<file path="config.mk">
export PLATFORM = sky130hd
export DESIGN_NAME = seq_core_ctrl_flat
export DESIGN_NICKNAME = d
export VERILOG_FILES = /design/src/rtl/seq_core_pkg.sv /design/src/rtl/seq_core_ctrl_if.sv /design/src/rtl/seq_regfile.sv /design/src/rtl/seq_core_ctrl.sv /design/src/flat_wrapper.sv
export SDC_FILE = /design/constraint.sdc
export NUM_CORES = 1
export LEC_CHECK = 0
export CELL_PAD_IN_SITES_DETAIL_PLACEMENT = 1
export CELL_PAD_IN_SITES_GLOBAL_PLACEMENT = 1
export CORE_AREA = 5 5 105 97
export DETAILED_ROUTE_END_ITERATION = 16
export DIE_AREA = 0 0 110 102
export GPL_ROUTABILITY_DRIVEN = 0
export GPL_TIMING_DRIVEN = 0
export PLACE_DENSITY_LB_ADDON = 0.15
export SYNTH_ARGS = -nofsm -noshare
export SYNTH_HDL_FRONTEND = slang
export SYNTH_SLANG_ARGS = --single-unit
</file>
<file path="constraint.sdc">
create_clock -name clk -period 4.3 [get_ports clk]
set_input_delay 1.29 -clock clk [delete_from_list [all_inputs] [get_ports clk]]
set_output_delay 1.29 -clock clk [all_outputs]
set_load 0.05 [all_outputs]
</file>
<file path="src/rtl/seq_core_pkg.sv">
// seq_core_pkg: shared definitions for the seq_core_ctrl sequencer.
//   - opcode encodings (OP_*)
//   - FSM state encoding (state_t)
//   - instruction field positions and widths
// Instruction word: [15:12] opcode, [9:8] dst, [5:4] srcA, [1:0] srcB, [7:0] imm.
package seq_core_pkg;

  localparam int INSTR_W     = 16;
  localparam int OPC_W       = 4;
  localparam int OPC_LSB     = 12;
  localparam int DST_LSB     = 8;
  localparam int SRCA_LSB    = 4;
  localparam int SRCB_LSB    = 0;
  localparam int REG_FIELD_W = 2;
  localparam int IMM_LSB     = 0;
  localparam int IMM_W       = 8;

  localparam logic [OPC_W-1:0] OP_ADD  = 4'b0000;
  localparam logic [OPC_W-1:0] OP_SUB  = 4'b0001;
  localparam logic [OPC_W-1:0] OP_LOAD = 4'b1000;
  localparam logic [OPC_W-1:0] OP_INC  = 4'b1010;
  localparam logic [OPC_W-1:0] OP_DEC  = 4'b1011;
  localparam logic [OPC_W-1:0] OP_HLT  = 4'b1100;
  localparam logic [OPC_W-1:0] OP_JZ   = 4'b1101;
  localparam logic [OPC_W-1:0] OP_JC   = 4'b1110;
  localparam logic [OPC_W-1:0] OP_JMP  = 4'b1111;

  typedef enum logic [1:0] {
    ST_FETCH = 2'd0,
    ST_EXEC  = 2'd1,
    ST_WB    = 2'd2,
    ST_HALT  = 2'd3
  } state_t;

endpackage

</file>
<file path="src/rtl/seq_core_ctrl_if.sv">
// seq_core_ctrl_if: instruction-memory fetch handshake.
//   addr  : fetch address (sequencer -> memory)
//   req   : fetch request (sequencer -> memory)
//   valid : data valid, only meaningful while req is high (memory -> sequencer)
//   data  : 16-bit instruction word (memory -> sequencer)
// Modports: master (sequencer side), slave (memory side).
interface seq_core_ctrl_if #(
  parameter int PC_W = 8
);
  logic [PC_W-1:0] addr;
  logic            req;
  logic            valid;
  logic [15:0]     data;

  modport master (output addr, output req, input valid, input data);
  modport slave  (input addr, input req, output valid, output data);
endinterface

</file>
<file path="src/rtl/seq_regfile.sv">
// seq_regfile: NREG x DATA_W register file.
//   clk, rst_n        : clock, asynchronous active-low clear of all registers
//   we, waddr, wdata  : single synchronous write port
//   raddr_a / rdata_a : async read port A (operand A)
//   raddr_b / rdata_b : async read port B (operand B)
//   raddr_d / rdata_d : async read port for debug
module seq_regfile #(
  parameter int DATA_W = 8,
  parameter int NREG   = 4,
  parameter int AW     = (NREG > 1) ? $clog2(NREG) : 1
) (
  input  logic              clk,
  input  logic              rst_n,
  input  logic              we,
  input  logic [AW-1:0]     waddr,
  input  logic [DATA_W-1:0] wdata,
  input  logic [AW-1:0]     raddr_a,
  input  logic [AW-1:0]     raddr_b,
  input  logic [AW-1:0]     raddr_d,
  output logic [DATA_W-1:0] rdata_a,
  output logic [DATA_W-1:0] rdata_b,
  output logic [DATA_W-1:0] rdata_d
);

  logic [DATA_W-1:0] regs_q [NREG];

  // Reset wins over a same-cycle write, so an aborted write-back never lands.
  always_ff @(posedge clk or negedge rst_n) begin
    if (!rst_n) begin
      for (int i = 0; i < NREG; i++) begin
        regs_q[i] <= '0;
      end
    end else if (we) begin
      regs_q[waddr] <= wdata;
    end
  end

  assign rdata_a = regs_q[raddr_a];
  assign rdata_b = regs_q[raddr_b];
  assign rdata_d = regs_q[raddr_d];

endmodule

</file>
<file path="src/rtl/seq_core_ctrl.sv">
// seq_core_ctrl: fetch/decode/execute sequencer with register file and ALU.
//   clk, rst_n  : clock, asynchronous active-low reset
//   imem        : fetch handshake (master modport of seq_core_ctrl_if)
//   retire      : one-cycle pulse per completed instruction
//   halted      : high while in HALT
//   flag_z/c    : zero and carry/borrow flags
//   dbg_raddr   : debug register select; dbg_rdata is its async read
// Optional build macro COND_BRANCH_EN adds JZ (1101) and JC (1110);
// without it those opcodes behave as NOP.
// FSM: FETCH -> EXEC -> (WB ->) FETCH, or EXEC -> HALT.
module seq_core_ctrl
  import seq_core_pkg::*;
#(
  parameter int DATA_W = 8,
  parameter int PC_W   = 8,
  parameter int NREG   = 4
) (
  input  logic              clk,
  input  logic              rst_n,
  seq_core_ctrl_if.master   imem,
  output logic              retire,
  output logic              halted,
  output logic              flag_z,
  output logic              flag_c,
  input  logic [1:0]        dbg_raddr,
  output logic [DATA_W-1:0] dbg_rdata
);

  localparam int AW = (NREG > 1) ? $clog2(NREG) : 1;

  state_t              state_q, state_d;
  logic [PC_W-1:0]     pc_q, pc_d, pc_inc, imm_pc;
  logic [INSTR_W-1:0]  ir_p0;
  logic [DATA_W-1:0]   res_p1, res_d;
  logic                c_p1, c_d;
  logic                setf_p1, setf_d;
  logic                flag_z_q, flag_z_d, flag_c_q, flag_c_d;
  logic                retire_q, retire_d;
  logic                ld_ir, ld_res, fetch_ok, rf_we;
  logic [OPC_W-1:0]    opcode;
  logic [AW-1:0]       dst, src_a, src_b, rd_a_sel;
  logic [IMM_W-1:0]    imm;
  logic [DATA_W-1:0]   rd_a, rd_b;
  logic [DATA_W:0]     alu_out;
  logic                unused_ir;

  // Carry/borrow comes out of bit DATA_W of the zero-extended operation;
  // for subtraction that bit is set exactly when a < b.
  function automatic logic [DATA_W:0] alu(input logic [OPC_W-1:0] op,
                                          input logic [DATA_W-1:0] a,
                                          input logic [DATA_W-1:0] b);
    logic [DATA_W:0] ax, bx, one;
    ax  = {1'b0, a};
    bx  = {1'b0, b};
    one = {{DATA_W{1'b0}}, 1'b1};
    case (op)
      OP_SUB:  alu = ax - bx;
      OP_INC:  alu = ax + one;
      OP_DEC:  alu = ax - one;
      default: alu = ax + bx;
    endcase
  endfunction

  // Decode
  assign opcode    = ir_p0[OPC_LSB +: OPC_W];
  assign dst       = ir_p0[DST_LSB +: AW];
  assign src_a     = ir_p0[SRCA_LSB +: AW];
  assign src_b     = ir_p0[SRCB_LSB +: AW];
  assign imm       = ir_p0[IMM_LSB +: IMM_W];
  assign imm_pc    = imm[PC_W-1:0];
  assign pc_inc    = pc_q + PC_W'(1);
  assign unused_ir = ^ir_p0[OPC_LSB-1 : DST_LSB+REG_FIELD_W];

  // INC/DEC operate on dst, so port A is steered to it for those opcodes.
  assign rd_a_sel = (opcode == OP_INC || opcode == OP_DEC) ? dst : src_a;

  assign alu_out = alu(opcode, rd_a, rd_b);
  assign res_d   = (opcode == OP_LOAD) ? DATA_W'(imm) : alu_out[DATA_W-1:0];
  assign c_d     = alu_out[DATA_W];

  // Request is held low while reset is asserted, even though the state
  // register already sits in FETCH.
  assign imem.req  = (state_q == ST_FETCH) & rst_n;
  assign imem.addr = pc_q;
  assign fetch_ok  = imem.req & imem.valid;
  assign rf_we     = (state_q == ST_WB);

  seq_regfile #(
    .DATA_W (DATA_W),
    .NREG   (NREG),
    .AW     (AW)
  ) u_regfile (
    .clk     (clk),
    .rst_n   (rst_n),
    .we      (rf_we),
    .waddr   (dst),
    .wdata   (res_p1),
    .raddr_a (rd_a_sel),
    .raddr_b (src_b),
    .raddr_d (dbg_raddr[AW-1:0]),
    .rdata_a (rd_a),
    .rdata_b (rd_b),
    .rdata_d (dbg_rdata)
  );

  always_comb begin
    state_d  = state_q;
    pc_d     = pc_q;
    setf_d   = setf_p1;
    flag_z_d = flag_z_q;
    flag_c_d = flag_c_q;
    retire_d = 1'b0;
    ld_ir    = 1'b0;
    ld_res   = 1'b0;
    case (state_q)
      ST_FETCH: begin
        if (fetch_ok) begin
          ld_ir   = 1'b1;
          state_d = ST_EXEC;
        end
      end
      ST_EXEC: begin
        ld_res = 1'b1;
        case (opcode)
          OP_ADD, OP_SUB, OP_INC, OP_DEC: begin
            setf_d  = 1'b1;
            state_d = ST_WB;
          end
          OP_LOAD: begin
            setf_d  = 1'b0;
            state_d = ST_WB;
          end
          OP_JMP: begin
            pc_d     = imm_pc;
            state_d  = ST_FETCH;
            retire_d = 1'b1;
          end
          OP_HLT: begin
            state_d  = ST_HALT;
            retire_d = 1'b1;
          end
`ifdef COND_BRANCH_EN
          OP_JZ: begin
            pc_d     = flag_z_q ? imm_pc : pc_inc;
            state_d  = ST_FETCH;
            retire_d = 1'b1;
          end
          OP_JC: begin
            pc_d     = flag_c_q ? imm_pc : pc_inc;
            state_d  = ST_FETCH;
            retire_d = 1'b1;
          end
`else
          OP_JZ, OP_JC: begin
            pc_d     = pc_inc;
            state_d  = ST_FETCH;
            retire_d = 1'b1;
          end
`endif
          default: begin
            pc_d     = pc_inc;
            state_d  = ST_FETCH;
            retire_d = 1'b1;
          end
        endcase
      end
      ST_WB: begin
        if (setf_p1) begin
          flag_z_d = (res_p1 == '0);
          flag_c_d = c_p1;
        end
        pc_d     = pc_inc;
        state_d  = ST_FETCH;
        retire_d = 1'b1;
      end
      ST_HALT: begin
        state_d = ST_HALT;
      end
      default: begin
        state_d = ST_FETCH;
      end
    endcase
  end

  always_ff @(posedge clk or negedge rst_n) begin
    if (!rst_n) begin
      state_q  <= ST_FETCH;
      pc_q     <= '0;
      setf_p1  <= 1'b0;
      flag_z_q <= 1'b0;
      flag_c_q <= 1'b0;
      retire_q <= 1'b0;
    end else begin
      state_q  <= state_d;
      pc_q     <= pc_d;
      setf_p1  <= setf_d;
      flag_z_q <= flag_z_d;
      flag_c_q <= flag_c_d;
      retire_q <= retire_d;
    end
  end

  // Fetch -> execute boundary: instruction register
  always_ff @(posedge clk) begin
    if (ld_ir) begin
      ir_p0 <= imem.data;
    end
  end

  // Execute -> write-back boundary: result and carry
  always_ff @(posedge clk) begin
    if (ld_res) begin
      res_p1 <= res_d;
      c_p1   <= c_d;
    end
  end

  assign retire = retire_q;
  assign halted = (state_q == ST_HALT);
  assign flag_z = flag_z_q;
  assign flag_c = flag_c_q;

endmodule

</file>
<file path="src/flat_wrapper.sv">
// flat-port wrapper written by rule: the top's interface ports become plain ports
module seq_core_ctrl_flat import seq_core_pkg::*;
#(
  parameter int DATA_W = 8,
  parameter int PC_W   = 8,
  parameter int NREG   = 4
)
  (clk, rst_n, retire, halted, flag_z, flag_c, dbg_raddr, dbg_rdata, imem_addr, imem_req, imem_valid, imem_data);
  seq_core_ctrl_if #(.PC_W(PC_W)) imem_i ();
  input  logic clk;
  input  logic rst_n;
  output logic retire;
  output logic halted;
  output logic flag_z;
  output logic flag_c;
  input  logic [1:0] dbg_raddr;
  output logic [DATA_W-1:0] dbg_rdata;
  output wire logic [$bits(imem_i.addr)-1:0] imem_addr;
  output wire logic [$bits(imem_i.req)-1:0] imem_req;
  input wire logic [$bits(imem_i.valid)-1:0] imem_valid;
  input wire logic [$bits(imem_i.data)-1:0] imem_data;
  assign imem_addr = imem_i.addr;
  assign imem_req = imem_i.req;
  assign imem_i.valid = imem_valid;
  assign imem_i.data = imem_data;
  seq_core_ctrl #(.DATA_W(DATA_W), .PC_W(PC_W), .NREG(NREG)) u_core (.clk(clk), .rst_n(rst_n), .imem(imem_i), .retire(retire), .halted(halted), .flag_z(flag_z), .flag_c(flag_c), .dbg_raddr(dbg_raddr), .dbg_rdata(dbg_rdata));
endmodule
</file>
Word level (Yosys, flattened, before mapping). Cells that the tools add are included.

Flip-flop bits (word level): 71. Output and inout bits: 21. Logic and storage cells: 79.

Add/sub/neg operators: 5. $lt $le $gt $ge: 5. Eq/ne operators: 11. Muxes and demuxes: 26. Bitwise gates (word level): 6. Reductions and logical operators: 13.

Operator list (number): two-way mux 8 bit (8); binary-select mux 8 bit (select 2 bit) (3); bitwise mux 32 bit (1); one-hot mux 8 bit (2 select lines) (2); one-hot mux 9 bit (3 select lines) (1); == test 4 bit (second input constant) (5); demux 8 bit (select 2 bit) (1); >= comparator 3 bit (second input constant) (4); inverter 2 -> 3 bit (4); adder 8 x 1 -> 9 bit (second input constant) (1); adder 8 x 8 -> 9 bit (1); subtractor 8 x 1 -> 9 bit (second input constant) (1); subtractor 8 x 8 -> 9 bit (1); adder 8 x 1 -> 8 bit (second input constant) (1); logical NOT 8 bit (1); one-hot mux 2 bit (4 select lines) (1); AND reduction 2 bit (3); OR reduction 6 bit (1); OR reduction 5 bit (1); == test 2 bit (second input constant) (2); == test 4 x 1 -> 1 bit (second input constant) (1); logical NOT 4 bit (1); two-way mux 1 bit (4); two-way mux 2 bit (2); 12 further kinds (15).

Logic depth before layout (Yosys ltp). Gate-level depths: netlist of run 1.

Word-level depth: 10. Depth in mapped cells: 13. Mapped depth without buffers: 12.

Modules after synthesis. From an unflattened synthesis of run 1, not the netlist that was laid out.

Cells, all modules: 364. Area, all modules: 4445.5 um2.

Modules (own cells, without submodules): seq_core_ctrl (instances 1, cells an instance 266, area each 2666.3 um2, seq. area each 1041.0 um2); seq_regfile (instances 1, cells an instance 98, area each 1779.2 um2, seq. area each 800.8 um2).

Worst setup path before layout of run 1. OpenSTA, ideal clock, no wires.

Path kind: input to output. From: input port dbg_raddr[0]. To: output port dbg_rdata[0]. Arrival: 2.434 ns. Required time: 3.010 ns. Path slack: 0.576 ns. Stages on the path: 2. Buffers on the path: 1. Path through: clkbuf_1 > mux4_2.

Longest elaborated chain between the ends: 4.

Ends and longest elaborated chain: start, declared (line flat_wrapper.sv:16) `input logic [1:0] dbg_raddr;`; inverter 2 -> 3 bit (implied by the code) (line seq_regfile.sv:40) `assign rdata_d = regs_q[raddr_d];`; binary-select mux 8 bit (select 2 bit) (line seq_regfile.sv:40); two-way mux 8 bit (implied by the code) (2 in a row) (line seq_regfile.sv:40); end, declared (line flat_wrapper.sv:17) `output logic [DATA_W-1:0] dbg_rdata;`.

Every way passes these cells. The select of a mux whose other input is x is not followed.

Final worst setup path of run 1.
From: input port dbg_raddr[0]. To: output port dbg_rdata[5].

Same word-level chain as after synthesis.

==> flow_metrics.tcl, run 1 <==
set metrics [dict create \
    syn_to_final_growth_pct 17.5 \
    worstPathRequired_ps 3010 \
    initial_utilization_pct 46.0 \
    drv_slew 0 \
    ys_warn_count 0 \
    layout_commonest_cell "dfrtp_1" \
    p_seq_share_pct 54.7 \
    cp_slowest_cell "clkdlybuf4s50_1" \
    clk_transition_reported_paths_ps 70 \
    cts_tree "built" \
    peakVddDrop_mv 0.144 \
    crit_type "input pin to output port" \
    path_max_fanout 8 \
    hp-class "flop to flop" \
    portBuffers 37 \
    grt_pass1_wl_mm 17.9 \
    fin_util_pct 54.1 \
    critPathArrivalTime_ps 2910 \
    first_pass_iters 4 \
    ys_seq_area_share_pct 44.7 \
    fin_skew_ps 11.3 \
    p_clk_share_pct 42.7 \
    ys_seq_elements 69 \
    drtIter0Drc 169 \
    syn_avg_cell_area_sq_um 12.6 \
    max_stage_delay_ps 720 \
    vias 3015 \
    synth_edf_count 23 \
    htree_num_levels 3 \
    grt_antenna_before_repair 0 \
    setup_viol 0 \
    cts_buffer_depth 2 \
    ios 42 \
    combPwrFrac_pct 2.6 \
    p_int_uw 959 \
    wire_per_inst_um 22.2 \
    vias_per_cell 6.03 \
    route.detailed.drc 0 \
    final_cell_mix "46 x dfrtp_1, 36 x clkdlybuf4s50_1, 35 x mux2_2, 23 x edfxtp_1" \
    setup-tns-final_ps 0 \
    tightest_slew_ps 1070 \
    synthArstFlopShare_pct 66.7 \
    grt_max_degree 35 \
    start_kind "input pin" \
    synthFlopType "dfrtp_1" \
    numCtsBuffers 9 \
    outcome "finished, final reports clean" \
    worstPathCellList "clkbuf_2 -> mux4_2 -> clkdlybuf4s50_1" \
    cts_sinks 69 \
    fin_cells 500 \
    overflow 0 \
    place_ws_ps -204 \
    max_freq_mhz 238 \
    die_w_um 110 \
    cts-hold-fix-buffers 0 \
    syn-cell-area_sq_um 4120 \
    clock_latency_ps 360 \
    rows 33 \
    rsz0062_at_grt "false" \
    dpl.cell_count 486 \
    syn_nets 362 \
    insertedDiodeCount 0 \
    wirelength_mm 11.1 \
    coreArea_sq_um 8960 \
    max_cap_viol_count 0 \
    fin_ws_ps 101 \
    finalCritPeriodShare_pct 97.7 \
    p_sw_share_pct 22.5 \
    grt_pass1_vias 3209 \
    dp_hpwl_mm 8.03 \
    timing.slew.headroom_pct 26.8 \
    cts-root-buf "clkbuf_8" \
    leakagePower_nw 2.01 \
    grt_usage_pct 21.6 \
    layout-drive-gt1-share_pct 24.1 \
    yosysUniqueCellTypes 62 \
    layout.nets 410 \
    p_per_area_nw_per_um2 255 \
    p_sw_uw 278 \
    hold_viol_final 0 \
    period_minus_slack_ps 4200 \
    synthCells 326 \
    fp.dieH_um 102 \
    end_kind "output port" \
    dieArea_sq_um 11200 \
    ant_nets 0 \
]
==> cell usage after synthesis, drive strengths merged, types with 3 or more instances <==
master / number / share of area (%)
o21a: 3 / 0.55
mux2i: 5 / 1.3
nor4b: 4 / 1.2
clkbuf: 9 / 0.82
nor2: 18 / 1.6
nand2: 19 / 1.7
nand3: 8 / 0.97
a21oi: 17 / 2.1
buf: 5 / 0.73
ha: 14 / 4.2
nor2b: 3 / 0.46
a211oi: 5 / 0.91
nand2b: 3 / 0.46
nor3b: 3 / 0.67
mux4: 24 / 14
o22ai: 4 / 0.61
edfxtp: 23 / 17
inv: 12 / 1.1
xnor2: 3 / 0.64
nor3: 4 / 0.76
nand3b: 4 / 1.1
o21ai: 13 / 1.6
dfrtp: 46 / 28
a311oi: 3 / 0.64
and2: 4 / 0.61
mux2: 36 / 9.9
a221oi: 3 / 0.79
==> final cells by class <==
class	instances	area, sq um
Buffer	13	61.3
Clock buffer	9	124
Clock inverter	6	63.8
Fill cell	940	4110
Inverter	12	45.0
Multi-Input combinational cell	231	2170
Sequential cell	69	1840
Tap cell	122	153
Timing Repair Buffer	38	385
==> final timing paths <==
| check | startpoint | endpoint | slack, ps | depth (start not counted) |
|---|---|---|---|---|
| setup / recovery | dbg_raddr[0] | dbg_rdata[5] | 100 | 3 |
| max in group asynchronous | rst_n | u_core.imem.addr[7]$_DFFE_PN0P_ | 2960 | 2 |
| hold reg to reg | u_core.c_p1$_DFFE_PP_ | u_core.flag_c$_DFFE_PN0P_ | 510 | 1 |
| min in group asynchronous | rst_n | u_core.u_regfile.regs_q[12]$_DFFE_PN0P_ | 840 | 1 |
| hold / removal | u_core.c_p1$_DFFE_PP_ | u_core.flag_c$_DFFE_PN0P_ | 510 | 1 |
| setup reg to reg | u_core.ir_p0[14]$_DFFE_PP_ | u_core.c_p1$_DFFE_PP_ | 240 | 10 |
==> cell families (layout without fill, tap and decap cells) <==
kind of cell	count (synthesis)	after routing	synth area share [%]
multiplexers	65	65	24.8
adder cells (fa/ha/maj)	15	15	4.73
AND/OR/NAND/NOR	83	83	11.8
AO/OA/AOI/OAI	64	64	10.5
buffers and inverters	26	78	2.64
flip-flops	69	69	44.7
XOR/XNOR	4	4	0.850
==> power groups by stage <==
stage	Sequential [mW]	Combinational (mW)	Clock, mW
2_1_floorplan	0.691	0.00583	0
3_3_place_gp	0.691	0.0308	0
3_5_place_dp	0.691	0.0330	0
4_1_cts	0.677	0.0331	0.543
5_1_grt	0.677	0.0357	0.573
6_report	0.677	0.0319	0.528
==> flip-flops by register name, indices dropped and copies added (netlist names), 2 cells and up <==
name                     count
u_core.imem.addr             8
u_core.u_regfile.regs_q     32
u_core.res_p1                8
u_core.state_q               2
u_core.ir_p0                14
==> repair_timing <==
action,in CTS,in global routing
pin swaps,0,0
gates resized for setup,1,0
endpoints found under the setup margin,8,1
buffers inserted,0,0
==> stage by stage <==
| step | power, mW | hold slack (ps) | instance area [sq um] |
|---|---|---|---|
| 2_1_floorplan | 0.697 | 455 | 4120 |
| 3_3_place_gp | 0.721 | 482 | 4650 |
| 3_5_place_dp | 0.724 | 496 | 4660 |
| 4_1_cts | 1.25 | 511 | 4850 |
| 5_1_grt | 1.29 | 534 | 4850 |
| 6_report | 1.24 | 512 | 4850 |
==> per-layer routing <==
metal	vias up	track usage, %	routed length, um
li1	1368	-	-
met1	1570	31.0	5190
met2	63	32.0	5250
met3	14	5.43	476
met4	0	6.90	174
met5	-	0	0
==> worst max-delay path: cells and delay by family <==
| kind | cells | cell delay [ps] |
|---|---|---|
| buf+inv | 2 | 1020 |
| mux | 1 | 590 |
Power figures use the tool's default switching activity.
==> run 2: changes to the inputs <==
--- a/config.mk
+++ b/config.mk
@@ -16,3 +16,4 @@
 export SYNTH_ARGS = -nofsm -noshare
 export SYNTH_HDL_FRONTEND = slang
 export SYNTH_SLANG_ARGS = --single-unit
+export TNS_END_PERCENT = 5
==> results of run 2 <==
The final DEF is identical to that of run 1; final timing and power are the same.
==> run 3: changes to the inputs <==
--- a/config.mk
+++ b/config.mk
@@ -12,6 +12,7 @@
 export DIE_AREA = 0 0 110 102
 export GPL_ROUTABILITY_DRIVEN = 0
 export GPL_TIMING_DRIVEN = 0
+export HOLD_SLACK_MARGIN = 0.12
 export PLACE_DENSITY_LB_ADDON = 0.15
 export SYNTH_ARGS = -nofsm -noshare
 export SYNTH_HDL_FRONTEND = slang
==> results of run 3 <==
The final DEF is identical to that of run 1; final timing and power are the same.
